### src/rtl/vec_int_ctrl.sv
// Vectored interrupt controller: edge-latched requests, fixed priority (lowest index wins), vector on ack.
// Define NESTED_INT_EN to let a higher-priority source preempt a routine in service.
//
// state | meaning
// IDLE  | nothing requested, nothing in service
// REQ   | int_req raised, waiting for int_ack
// SERV  | at least one channel in service, waiting for iret
module vec_int_ctrl #(
  parameter int          NCH        = 4,
  parameter int          VW         = 8,
  parameter int unsigned VEC_BASE   = 32'hE0,
  parameter int unsigned VEC_STRIDE = 4
) (
  input  logic           t3,
  input  logic           clr,
  input  logic [NCH-1:0] irq,
  input  logic [NCH-1:0] mask,
  input  logic           inten,
  input  logic           intdi,
  input  logic           int_ack,
  input  logic           iret,
  output logic           int_req,
  output logic [VW-1:0]  vector,
  output logic           en_int,
  output logic [NCH-1:0] pending,
  output logic [NCH-1:0] in_service
);

  localparam int IW = (NCH > 1) ? $clog2(NCH) : 1;

  typedef enum logic [1:0] {S_IDLE, S_REQ, S_SERV} state_t;

  state_t         state_q, state_d;
  logic [NCH-1:0] irq_d_q;
  logic [NCH-1:0] pending_q, pending_d;
  logic [NCH-1:0] in_service_q, in_service_d;
  logic [VW-1:0]  vector_q, vector_d;
  logic           en_int_q, en_int_d;

  logic [NCH-1:0] edge_v, cand, win_oh, isr_lo;
  logic           win_vld, ack_go, iret_go;
  logic [IW-1:0]  win_idx;
  logic [31:0]    vec_sum;

  assign edge_v  = irq & ~irq_d_q;
  assign cand    = pending_q & ~mask;
  assign win_vld = |cand;
  // Two's-complement trick isolates the lowest set bit of each vector.
  assign win_oh  = cand & (~cand + NCH'(1));
  assign isr_lo  = in_service_q & (~in_service_q + NCH'(1));

`ifdef NESTED_INT_EN
  logic [NCH-1:0] win_le;
  logic           nest_ok;
  assign win_le  = win_oh | (win_oh - NCH'(1));
  assign nest_ok = win_vld && en_int_q && ((in_service_q & win_le) == '0);
`endif

  always_comb begin
    win_idx = '0;
    for (int i = NCH - 1; i >= 0; i--) begin
      if (cand[i]) win_idx = IW'(i);
    end
  end

  assign ack_go  = (state_q == S_REQ) && win_vld && int_ack;
  assign iret_go = (state_q == S_SERV) && iret && (|in_service_q);
  assign vec_sum = VEC_BASE + 32'(win_idx) * VEC_STRIDE;

  always_ff @(negedge t3 or negedge clr) begin
    if (!clr) state_q <= S_IDLE;
    else      state_q <= state_d;
  end

  always_comb begin
    state_d = state_q;
    case (state_q)
      S_IDLE: if (win_vld && en_int_q) state_d = S_REQ;
      S_REQ: begin
        if (!win_vld)     state_d = (|in_service_q) ? S_SERV : S_IDLE;
        else if (int_ack) state_d = S_SERV;
      end
      S_SERV: begin
        if (iret_go) begin
          if ((in_service_q & ~isr_lo) == '0) state_d = S_IDLE;
        end
`ifdef NESTED_INT_EN
        else if (nest_ok) state_d = S_REQ;
`endif
      end
      default: state_d = S_IDLE;
    endcase
  end

  always_comb begin
    int_req = (state_q == S_REQ);
  end

  // A fresh edge on the granted channel in the ack cycle re-arms its pending bit.
  always_comb begin
    pending_d    = (pending_q & ~(ack_go ? win_oh : '0)) | edge_v;
    in_service_d = in_service_q;
    if (ack_go)  in_service_d = in_service_q | win_oh;
    if (iret_go) in_service_d = in_service_q & ~isr_lo;
    vector_d     = ack_go ? vec_sum[VW-1:0] : vector_q;
    en_int_d     = inten | (en_int_q & ~intdi);
  end

  always_ff @(negedge t3 or negedge clr) begin
    if (!clr) begin
      irq_d_q      <= '0;
      pending_q    <= '0;
      in_service_q <= '0;
      vector_q     <= '0;
      en_int_q     <= 1'b1;
    end else begin
      irq_d_q      <= irq;
      pending_q    <= pending_d;
      in_service_q <= in_service_d;
      vector_q     <= vector_d;
      en_int_q     <= en_int_d;
    end
  end

  assign vector     = vector_q;
  assign en_int     = en_int_q;
  assign pending    = pending_q;
  assign in_service = in_service_q;

endmodule

### config.mk
export PLATFORM = sky130hd
export DESIGN_NAME = vec_int_ctrl
export DESIGN_NICKNAME = d
export VERILOG_FILES = /design/src/rtl/vec_int_ctrl.sv
export SDC_FILE = /design/constraint.sdc
export NUM_CORES = 1
export LEC_CHECK = 0
export CORE_MARGIN = 2
export CORE_UTILIZATION = 59
export DETAILED_ROUTE_END_ITERATION = 10
export DONT_BUFFER_PORTS = 1
export PLACE_DENSITY = 0.73
export SETUP_SLACK_MARGIN = 0.3
export SLEW_MARGIN = 30
export SYNTH_ARGS = -nofsm -noshare
export SYNTH_HDL_FRONTEND = slang
export SYNTH_SLANG_ARGS = --single-unit
### constraint.sdc
create_clock -name t3 -period 2.4 [get_ports t3]
set_clock_uncertainty 0.15 [all_clocks]
set_input_delay 0.12 -clock t3 [delete_from_list [all_inputs] [get_ports t3]]
set_output_delay 0.12 -clock t3 [all_outputs]
set_load 0.01 [all_outputs]
Word-level counts from Yosys, hierarchy flattened --
Index checks and enable logic that the tools add are counted.
Storage, ports and cells: register bits 23, bits of input ports 14, output and inout bits 18, word-level logic and storage cells 57
Cells by class: add/subtract/negate cells 3, equality and inequality tests 6, muxes and demuxes 14, bitwise gates (word level) 17, reduce and logical (&&, ||, !) cells 11
Operator list (number):
- $and A4 B4 Y4 | 6
- $not A4 Y4 | 6
- $mux W2 | 10
- $mux W4 | 3
- $add A4 B1 Y4 const B | 2
- $add A8 B4 Y8 const A | 1
- $or A4 B4 Y4 | 2
- $reduce_or A4 Y1 | 2
- $pmux W2 S3 | 1
- $logic_and A1 B1 Y1 | 5
- $logic_not A4 Y1 | 1
- $ne A2 B2 Y1 const B | 2
- $reduce_and A4 Y1 | 1
- $ne A3 B3 Y1 const B | 1
- $eq A2 B1 Y1 const B | 1
- $eq A2 B2 Y1 const B | 1
- $logic_not A2 Y1 | 1
- $ne A2 B1 Y1 const B | 1
- $reduce_bool A2 Y1 | 1
- $and A1 B1 Y1 | 1
- $not A1 Y1 | 1
- $or A1 B1 Y1 | 1

Depth between registers and ports, before layout --
Gate-level depths: netlist of run 1.
depth in word-level cells 9, mapped depth 5, depth with buffers taken out 4

==> flow_summary.json, run 1 <==
{
  "outcome": "finished clean",
  "io_buffers": 0,
  "dieArea_um2": 1830,
  "power.density_nw_per_um2": 1040,
  "finalSetupViolations": 0,
  "grt_max_degree": 19,
  "cts-htree-levels": 1,
  "slew_violations": 0,
  "worstSetupEndpointType": "output port",
  "crit_path_max_fanout": 4,
  "netlist_area_um2": 890,
  "synth_area_per_cell_um2": 10.3,
  "rsz0062_at_grt": "yes",
  "worst_hold_slack_ps": 209,
  "dp_hpwl_um": 1240,
  "ant_nets": 0,
  "maxCapViolations": 0,
  "cts_made_buffers": 3,
  "leakage_nw": 0.465,
  "yosys_warnings": 0,
  "reg2reg_from": "in_service[3]",
  "layout.nets": 109,
  "place_congestion": 0.823,
  "clock_path_buffers": 2,
  "ir_drop_mv": 0.603,
  "drt-initial-drc-count": 8,
  "crit_arrival_ps": 2120,
  "synth_top_area_share_pct": 47.8,
  "cp-start-kind": "flip-flop",
  "postCtsHoldBufs": 0,
  "grt_pass1_wl_um": 2880,
  "yosysTopAreaCell": "dfrtn_1",
  "required_ps": 2130,
  "clk_pin_slew_worst_paths_ps": 70,
  "seqPwrFrac_pct": 50.6,
  "vias": 649,
  "num_antenna_cells": 0,
  "area_growth_pct": 12.9,
  "drive_gt1_share_pct": 21.3,
  "core-area_um2": 1450,
  "seq_area_frac_synth_pct": 50.8,
  "die_x_um": 42.8,
  "drt-vias-per-instance": 5.90,
  "grt_use_total_pct": 21.0,
  "synth_cells": 86,
  "pwr-share-clk_pct": 15.8,
  "p_sw_uw": 398,
  "synth_seq_cells": 18,
  "row_count": 14,
  "worstSetupPathType": "reg -> out",
  "clk-insertion-delay-late_ps": 340,
  "hold_start": "irq_d_q[0]",
  "overflow": 0,
  "switching_share_pct": 38.2,
  "final_core_util_pct": 69.1,
  "initial_core_util_pct": 61.2,
  "cts_sinks": 18,
  "synth_cell_types": 33,
  "io_pins": 32,
  "cts_tree": "yes",
  "finalHoldViolCount": 0,
  "grt_pass1_vias": 669,
  "cts-root-buf": "clkbuf_4",
  "p_int_uw": 643,
  "synthTopCellsByArea": "dfrtn_1 48%, nor2b_1 4.9%, buf_4 4.2%",
  "relSlewSlack_pct": 64.1,
  "drt_first_pass_iters": 4,
  "crit_path_start": "en_int",
  "wl_per_cell_um": 15.5,
  "combPwrFrac_pct": 33.6,
  "drcViolationCount": 0,
  "hold_path_class": "reg -> reg",
  "tightest_slew_ps": 533,
  "grt_antenna_before_repair": 0,
  "routed_wl_um": 1710,
  "fp.dieH_um": 42.8
}
==> power groups by stage <==
stage / sequential (mW) / clock (mW) / combinational (mW)
6_report: 0.526 / 0.165 / 0.350
3_3_place_gp: 0.537 / 0.00521 / 0.297
3_5_place_dp: 0.542 / 0.00521 / 0.303
5_1_grt: 0.542 / 0.179 / 0.390
4_1_cts: 0.525 / 0.169 / 0.340
2_1_floorplan: 0.506 / 0.00521 / 0.281
==> synth_stat cells (all sizes together) <==
| library cell | n |
|---|---|
| nand2 | 2 |
| a21oi | 3 |
| dfstp | 1 |
| o41ai | 1 |
| o21ba | 1 |
| nor2 | 5 |
| and3 | 1 |
| nand3b | 1 |
| nand2b | 5 |
| a21boi | 1 |
| o22a | 2 |
| o32a | 2 |
| o41a | 1 |
| nor4 | 4 |
| or4 | 1 |
| a22o | 2 |
| nand3 | 1 |
| inv | 8 |
| o21ai | 5 |
| nor2b | 7 |
| o211ai | 1 |
| conb | 1 |
| xor2 | 1 |
| a211oi | 1 |
| buf | 6 |
| a21o | 1 |
| dfrtn | 17 |
| o22ai | 1 |
| nor3 | 2 |
| o21bai | 1 |
==> cell type report <==
type | count | area [um2]
Sequential cell | 18 | 452
Clock inverter | 1 | 3.75
Fill cell | 111 | 449
Tap cell | 16 | 20.0
Multi-Input combinational cell | 56 | 420
Timing Repair Buffer | 8 | 56.3
Clock buffer | 4 | 26.3
Inverter | 7 | 26.3
==> worst paths after layout <==
check,end,slack (ps),cells past startpoint
worst max-delay path,en_int,10,0
worst min-delay path,pending[0],210,1
worst max register to register,state_q[1],470,4
worst min register to register,pending[0],210,1
max in group asynchronous,en_int,1410,0
min in group asynchronous,in_service[0],440,0
==> metal layers <==
metal	track usage, %	part of all wire, %	up-vias
met1	26.9	44	306
met2	32.4	46	26
met3	6.38	7.4	4
li1	-	-	313
met5	0	0	-
met4	9.38	2.0	0
==> cells in the final DEF, fill, tap and decap left out, types with 2 or more instances in the layout <==
master,n
nand2_1,2
nor2b_1,2
clkbuf_4,3
o32a_1,2
dfrtn_1,17
o21ai_0,3
a21oi_1,3
conb_1,3
nor4_1,3
inv_1,8
nand2b_1,5
o21ai_1,2
a22o_1,2
nor2_1,5
buf_4,7
nor2b_4,4
o22a_1,2
==> registers in the layout, summed over array words and instances, names as in the netlist <==
name	count
en_int	1
in_service	4
irq_d_q	4
pending	4
state_q	2
vector	3
==> kinds of logic (layout without fill, tap and decap cells) <==
| group | after synthesis | after routing | share of synthesized area (%) |
|---|---|---|---|
| xor gates and xnor gates | 1 | 1 | 0.985 |
| and+or+nand+nor | 29 | 29 | 20.0 |
| buffers and inverters | 14 | 20 | 8.86 |
| AOI/OAI and AO/OA | 23 | 23 | 19.0 |
| other | 1 | 3 | 0.422 |
| DFF | 18 | 18 | 50.8 |
==> through the flow <==
step | TNS (ps) | total power, mW | area (um2) | setup slack [ps] | instances
after detailed placement | -46.7 | 0.851 | 948 | -46.7 | 103
after global placement | -34.9 | 0.839 | 948 | -34.9 | 103
after CTS | 0 | 1.03 | 993 | 2.48 | 110
after floorplan | -26.9 | 0.792 | 940 | -26.9 | 88
final | 0 | 1.04 | 1000 | 12.0 | 110
after global routing | -33.3 | 1.11 | 1000 | -24.2 | 110
==> what timing repair did <==
| action | 4_1_cts | 5_1_grt |
|---|---|---|
| resized for setup | 0 | 2 |
| pin swaps | 3 | 0 |
| setup endpoints to repair | 16 | 17 |
| setup buffers | 3 | 0 |
Power figures use the tool's default switching activity.
==> inputs of run 2 (changes only) <==
CELL_PAD_IN_SITES_DETAIL_PLACEMENT = 2   (was unset)
CELL_PAD_IN_SITES_GLOBAL_PLACEMENT = 2   (was unset)
CORE_UTILIZATION = 35   (was 59)
PLACE_DENSITY = 0.72   (was 0.73)
==> flow_summary.json, run 2 (synthesized netlist as in run 1, its figures left out) <==
{
  "fp.dieH_um": 54.4,
  "layout_commonest_cell": "dfrtn_1",
  "area_growth_pct": 17.4,
  "grt_antenna_before_repair": 0,
  "pre_cts_ws_ps": -68.5,
  "drt_first_pass_iters": 4,
  "finalHoldViolCount": 0,
  "drt-initial-drc-count": 7,
  "hold_path_class": "reg -> reg",
  "tightest_slew_ps": 515,
  "crit_path_max_fanout": 4,
  "leakage_nw": 0.479,
  "core-area_um2": 2430,
  "dieArea_um2": 2960,
  "layout.nets": 112,
  "final_core_util_pct": 43.0,
  "io_pins": 32,
  "grt_max_degree": 19,
  "rsz0062_at_grt": "yes",
  "use_met3_pct": 3.55,
  "tns_ps": -2.55,
  "cts_tree": "yes",
  "r2r_slack_ps": 500,
  "mostFrequentLayoutCells": "17 x dfrtn_1, 10 x buf_4, 8 x inv_1",
  "drive_gt1_share_pct": 23.7,
  "io_buffers": 0,
  "grt_busiest_layer": "met2",
  "timing.final.ws_setup_ps": -2.55,
  "ir_drop_mv": 0.393,
  "maxCapViolations": 0,
  "grt_use_met2_pct": 27.9,
  "dp_hpwl_um": 1630,
  "overflow": 0,
  "clk-insertion-delay-late_ps": 350,
  "required_ps": 2130,
  "violations": "negative setup slack",
  "row_count": 18,
  "num_antenna_cells": 0,
  "grt_util_met1_pct": 20.0,
  "clk_pin_slew_worst_paths_ps": 70,
  "slew_violations": 0,
  "grt_pass1_wl_um": 3350,
  "die_x_um": 54.4,
  "cts-root-buf": "clkbuf_4",
  "vias": 687,
  "relSlewSlack_pct": 65.4,
  "cts_sinks": 18,
  "finalSetupViolations": 1,
  "initial_core_util_pct": 36.6,
  "cp-start-kind": "flip-flop",
  "place_congestion": 0.716,
  "routed_wl_um": 2230,
  "wl_per_cell_um": 17.6,
  "ant_nets": 0,
  "worstSetupEndpointType": "output port",
  "worstSetupPathType": "reg -> out",
  "drcViolationCount": 0,
  "cts_made_buffers": 3,
  "drt-vias-per-instance": 5.41,
  "grt_use_total_pct": 16.6,
  "grt_pass1_vias": 751,
  "cts-htree-levels": 1,
  "power.density_nw_per_um2": 1050,
  "crit_arrival_ps": 2130,
  "clock_path_buffers": 2,
  "outcome": "finished, violations left",
  "postCtsHoldBufs": 0
}
## run 2: changes by cell type in the layout (fill, tap and decap cells not counted)
cell,change
buf_4,+3
## run 2: path summary, 6_finish.rpt
path	startpoint	to	cells after the start
worst min register to register	irq_d_q[0]	pending[0]	1
worst max register to register	in_service[3]	state_q[1]	4
worst max-delay path	en_int	en_int	0
worst min-delay path	irq_d_q[0]	pending[0]	1
max in group asynchronous	clr	en_int	0
min in group asynchronous	clr	pending[2]	0
## run 2: final cells by class
type,instances,area [um2]
multi-input combinational,56,420
clock inverter,1,3.75
clock buffer,4,26.3
tap,30,37.5
fill,268,1390
inverter,7,26.3
timing repair buffer,11,78.8
sequential,18,452
## run 2: through the flow
| step | area [um2] | hold slack [ps] | power [mW] | instances |
|---|---|---|---|---|
| 3_5_place_dp | 973 | 202 | 0.878 | 118 |
| 4_1_cts | 1020 | 204 | 1.07 | 124 |
| 5_1_grt | 1040 | 227 | 1.19 | 127 |
| 3_3_place_gp | 973 | 194 | 0.853 | 118 |
| 2_1_floorplan | 940 | 188 | 0.792 | 88 |
| 6_report | 1040 | 203 | 1.10 | 127 |
## run 2: per-layer routing
layer / vias up / share of wire [%]
li1: 317 / -
met1: 340 / 41
met2: 23 / 51
met3: 7 / 5.3
met4: 0 / 2.5
met5: - / 0
## run 2: report_power, final
part | switching (mW) | internal, mW
clock network | 0.103 | 0.0669
registers | 0.134 | 0.393
logic | 0.191 | 0.209
## run 2: repair_timing
action,4_1_cts,5_1_grt
endpoints found under the setup margin,17,17
pin swaps,2,4
buffers inserted,2,3
resized for setup,1,1
==> inputs of run 3 (changes only) <==
PLACE_DENSITY = unset   (was 0.72)
PLACE_DENSITY_LB_ADDON = 0.1   (was unset)
==> flow_summary.json, run 3 (synthesized netlist as in run 1, its figures left out) <==
{
  "dp_hpwl_um": 1650,
  "vias": 689,
  "pre_cts_ws_ps": -61.1,
  "num_antenna_cells": 0,
  "reg2reg_from": "in_service[3]",
  "io_pins": 32,
  "postCtsHoldBufs": 0,
  "cts-root-buf": "clkbuf_4",
  "final_core_util_pct": 43.2,
  "clk-insertion-delay-late_ps": 350,
  "required_ps": 2130,
  "grt_antenna_before_repair": 0,
  "fp.dieH_um": 54.4,
  "relSlewSlack_pct": 63.9,
  "row_count": 18,
  "finalSetupViolations": 1,
  "die_x_um": 54.4,
  "hold_path_class": "reg -> reg",
  "hold_start": "irq_d_q[0]",
  "worst_hold_slack_ps": 231,
  "io_buffers": 0,
  "wl_per_cell_um": 17.6,
  "place_congestion": 0.718,
  "cts_made_buffers": 3,
  "hold_end": "pending[0]",
  "mostFrequentLayoutCells": "17 x dfrtn_1, 10 x buf_4, 8 x inv_1",
  "clock_path_buffers": 2,
  "finalHoldViolCount": 0,
  "grt_max_degree": 19,
  "routed_wl_um": 2240,
  "crit_path_max_fanout": 4,
  "timing.rr.end": "state_q[1]",
  "cts_sinks": 18,
  "area_growth_pct": 18.0,
  "grt_use_total_pct": 17.0,
  "drt-initial-drc-count": 6,
  "worstSetupEndpointType": "output port",
  "clk_pin_slew_worst_paths_ps": 70,
  "power.density_nw_per_um2": 1040,
  "drt-vias-per-instance": 5.43,
  "initial_core_util_pct": 36.6,
  "cp-start-kind": "flip-flop",
  "dieArea_um2": 2960,
  "grt_pass1_vias": 722,
  "leakage_nw": 0.487,
  "violations": "negative setup slack",
  "tns_ps": -5.10,
  "crit_arrival_ps": 2140,
  "cts-htree-levels": 1,
  "drive_gt1_share_pct": 23.7,
  "drt_first_pass_iters": 4,
  "worstHoldPathCells": 1,
  "layout_commonest_cell": "dfrtn_1",
  "r2r_slack_ps": 460,
  "drcViolationCount": 0,
  "fillCellCount": 265,
  "core-area_um2": 2430,
  "ant_nets": 0,
  "worstSetupPathType": "reg -> out",
  "rsz0062_at_grt": "yes",
  "layout.nets": 112,
  "slew_violations": 0,
  "grt_pass1_wl_um": 3480,
  "maxCapViolations": 0,
  "timing.final.ws_setup_ps": -5.10,
  "tightest_slew_ps": 537,
  "ir_drop_mv": 0.439,
  "worst_r2r_path_depth": 4,
  "outcome": "finished, violations left",
  "overflow": 0,
  "p_total_mw": 1.09,
  "cts_tree": "yes"
}
-- run 3: cell types whose count changed in the layout (fill, tap and decap cells not counted) --
cell | previous run | this run
nor2b_2 | 1 | 0
nor2b_4 | 4 | 5
clkinv_1 | 0 | 1
clkbuf_1 | 1 | 0
-- run 3: routing by layer --
metal / routed length (um) / GRT usage (%)
met5: 0 / 0
met4: 37 / 3.75
met3: 124 / 5.74
met2: 1180 / 30.5
met1: 891 / 19.2
-- run 3: metrics by stage --
step | area (um2) | instances
after floorplan | 940 | 88
after global placement | 973 | 118
after detailed placement | 973 | 118
after CTS | 1020 | 124
after global routing | 1050 | 127
final | 1050 | 127
-- run 3: worst reg2reg max path, stage by stage, from the launching register on --
cell,delay (ps)
dfrtn_1,510
inv_1,100
or4_1,480
and3_1,220
o32a_1,330
-- run 3: final cells by class --
class	count	area [um2]	share of cell area [%]
Sequential cell	18	452	43.0
Multi-Input combinational cell	56	425	40.5
Timing Repair Buffer	11	78.8	7.51
Tap cell	30	37.5	3.58
Inverter	7	26.3	2.50
Clock buffer	3	22.5	2.15
Clock inverter	2	7.51	0.715
-- run 3: worst max-delay path by stage --
stage	start	end	slack, ps	cells past startpoint
after floorplan	mask[3]	state_q[1]	-30	4
after global placement	mask[3]	state_q[1]	-40	4
after detailed placement	mask[3]	state_q[1]	-60	4
after CTS	en_int	en_int	-30	0
after global routing	en_int	en_int	-50	0
final	en_int	en_int	-5	0
-- run 3: what timing repair did --
action / CTS / global route
setup endpoints to repair: 17 / 17
pin swaps: 3 / 3
gates resized for setup: 2 / 1
hold endpoints to repair: 0 / 0
setup buffers: 2 / 3
-- run 3: power breakdown --
| part | switching, mW | internal, mW |
|---|---|---|
| Clock | 0.102 | 0.0627 |
| Combinational | 0.191 | 0.209 |
| Sequential | 0.132 | 0.393 |
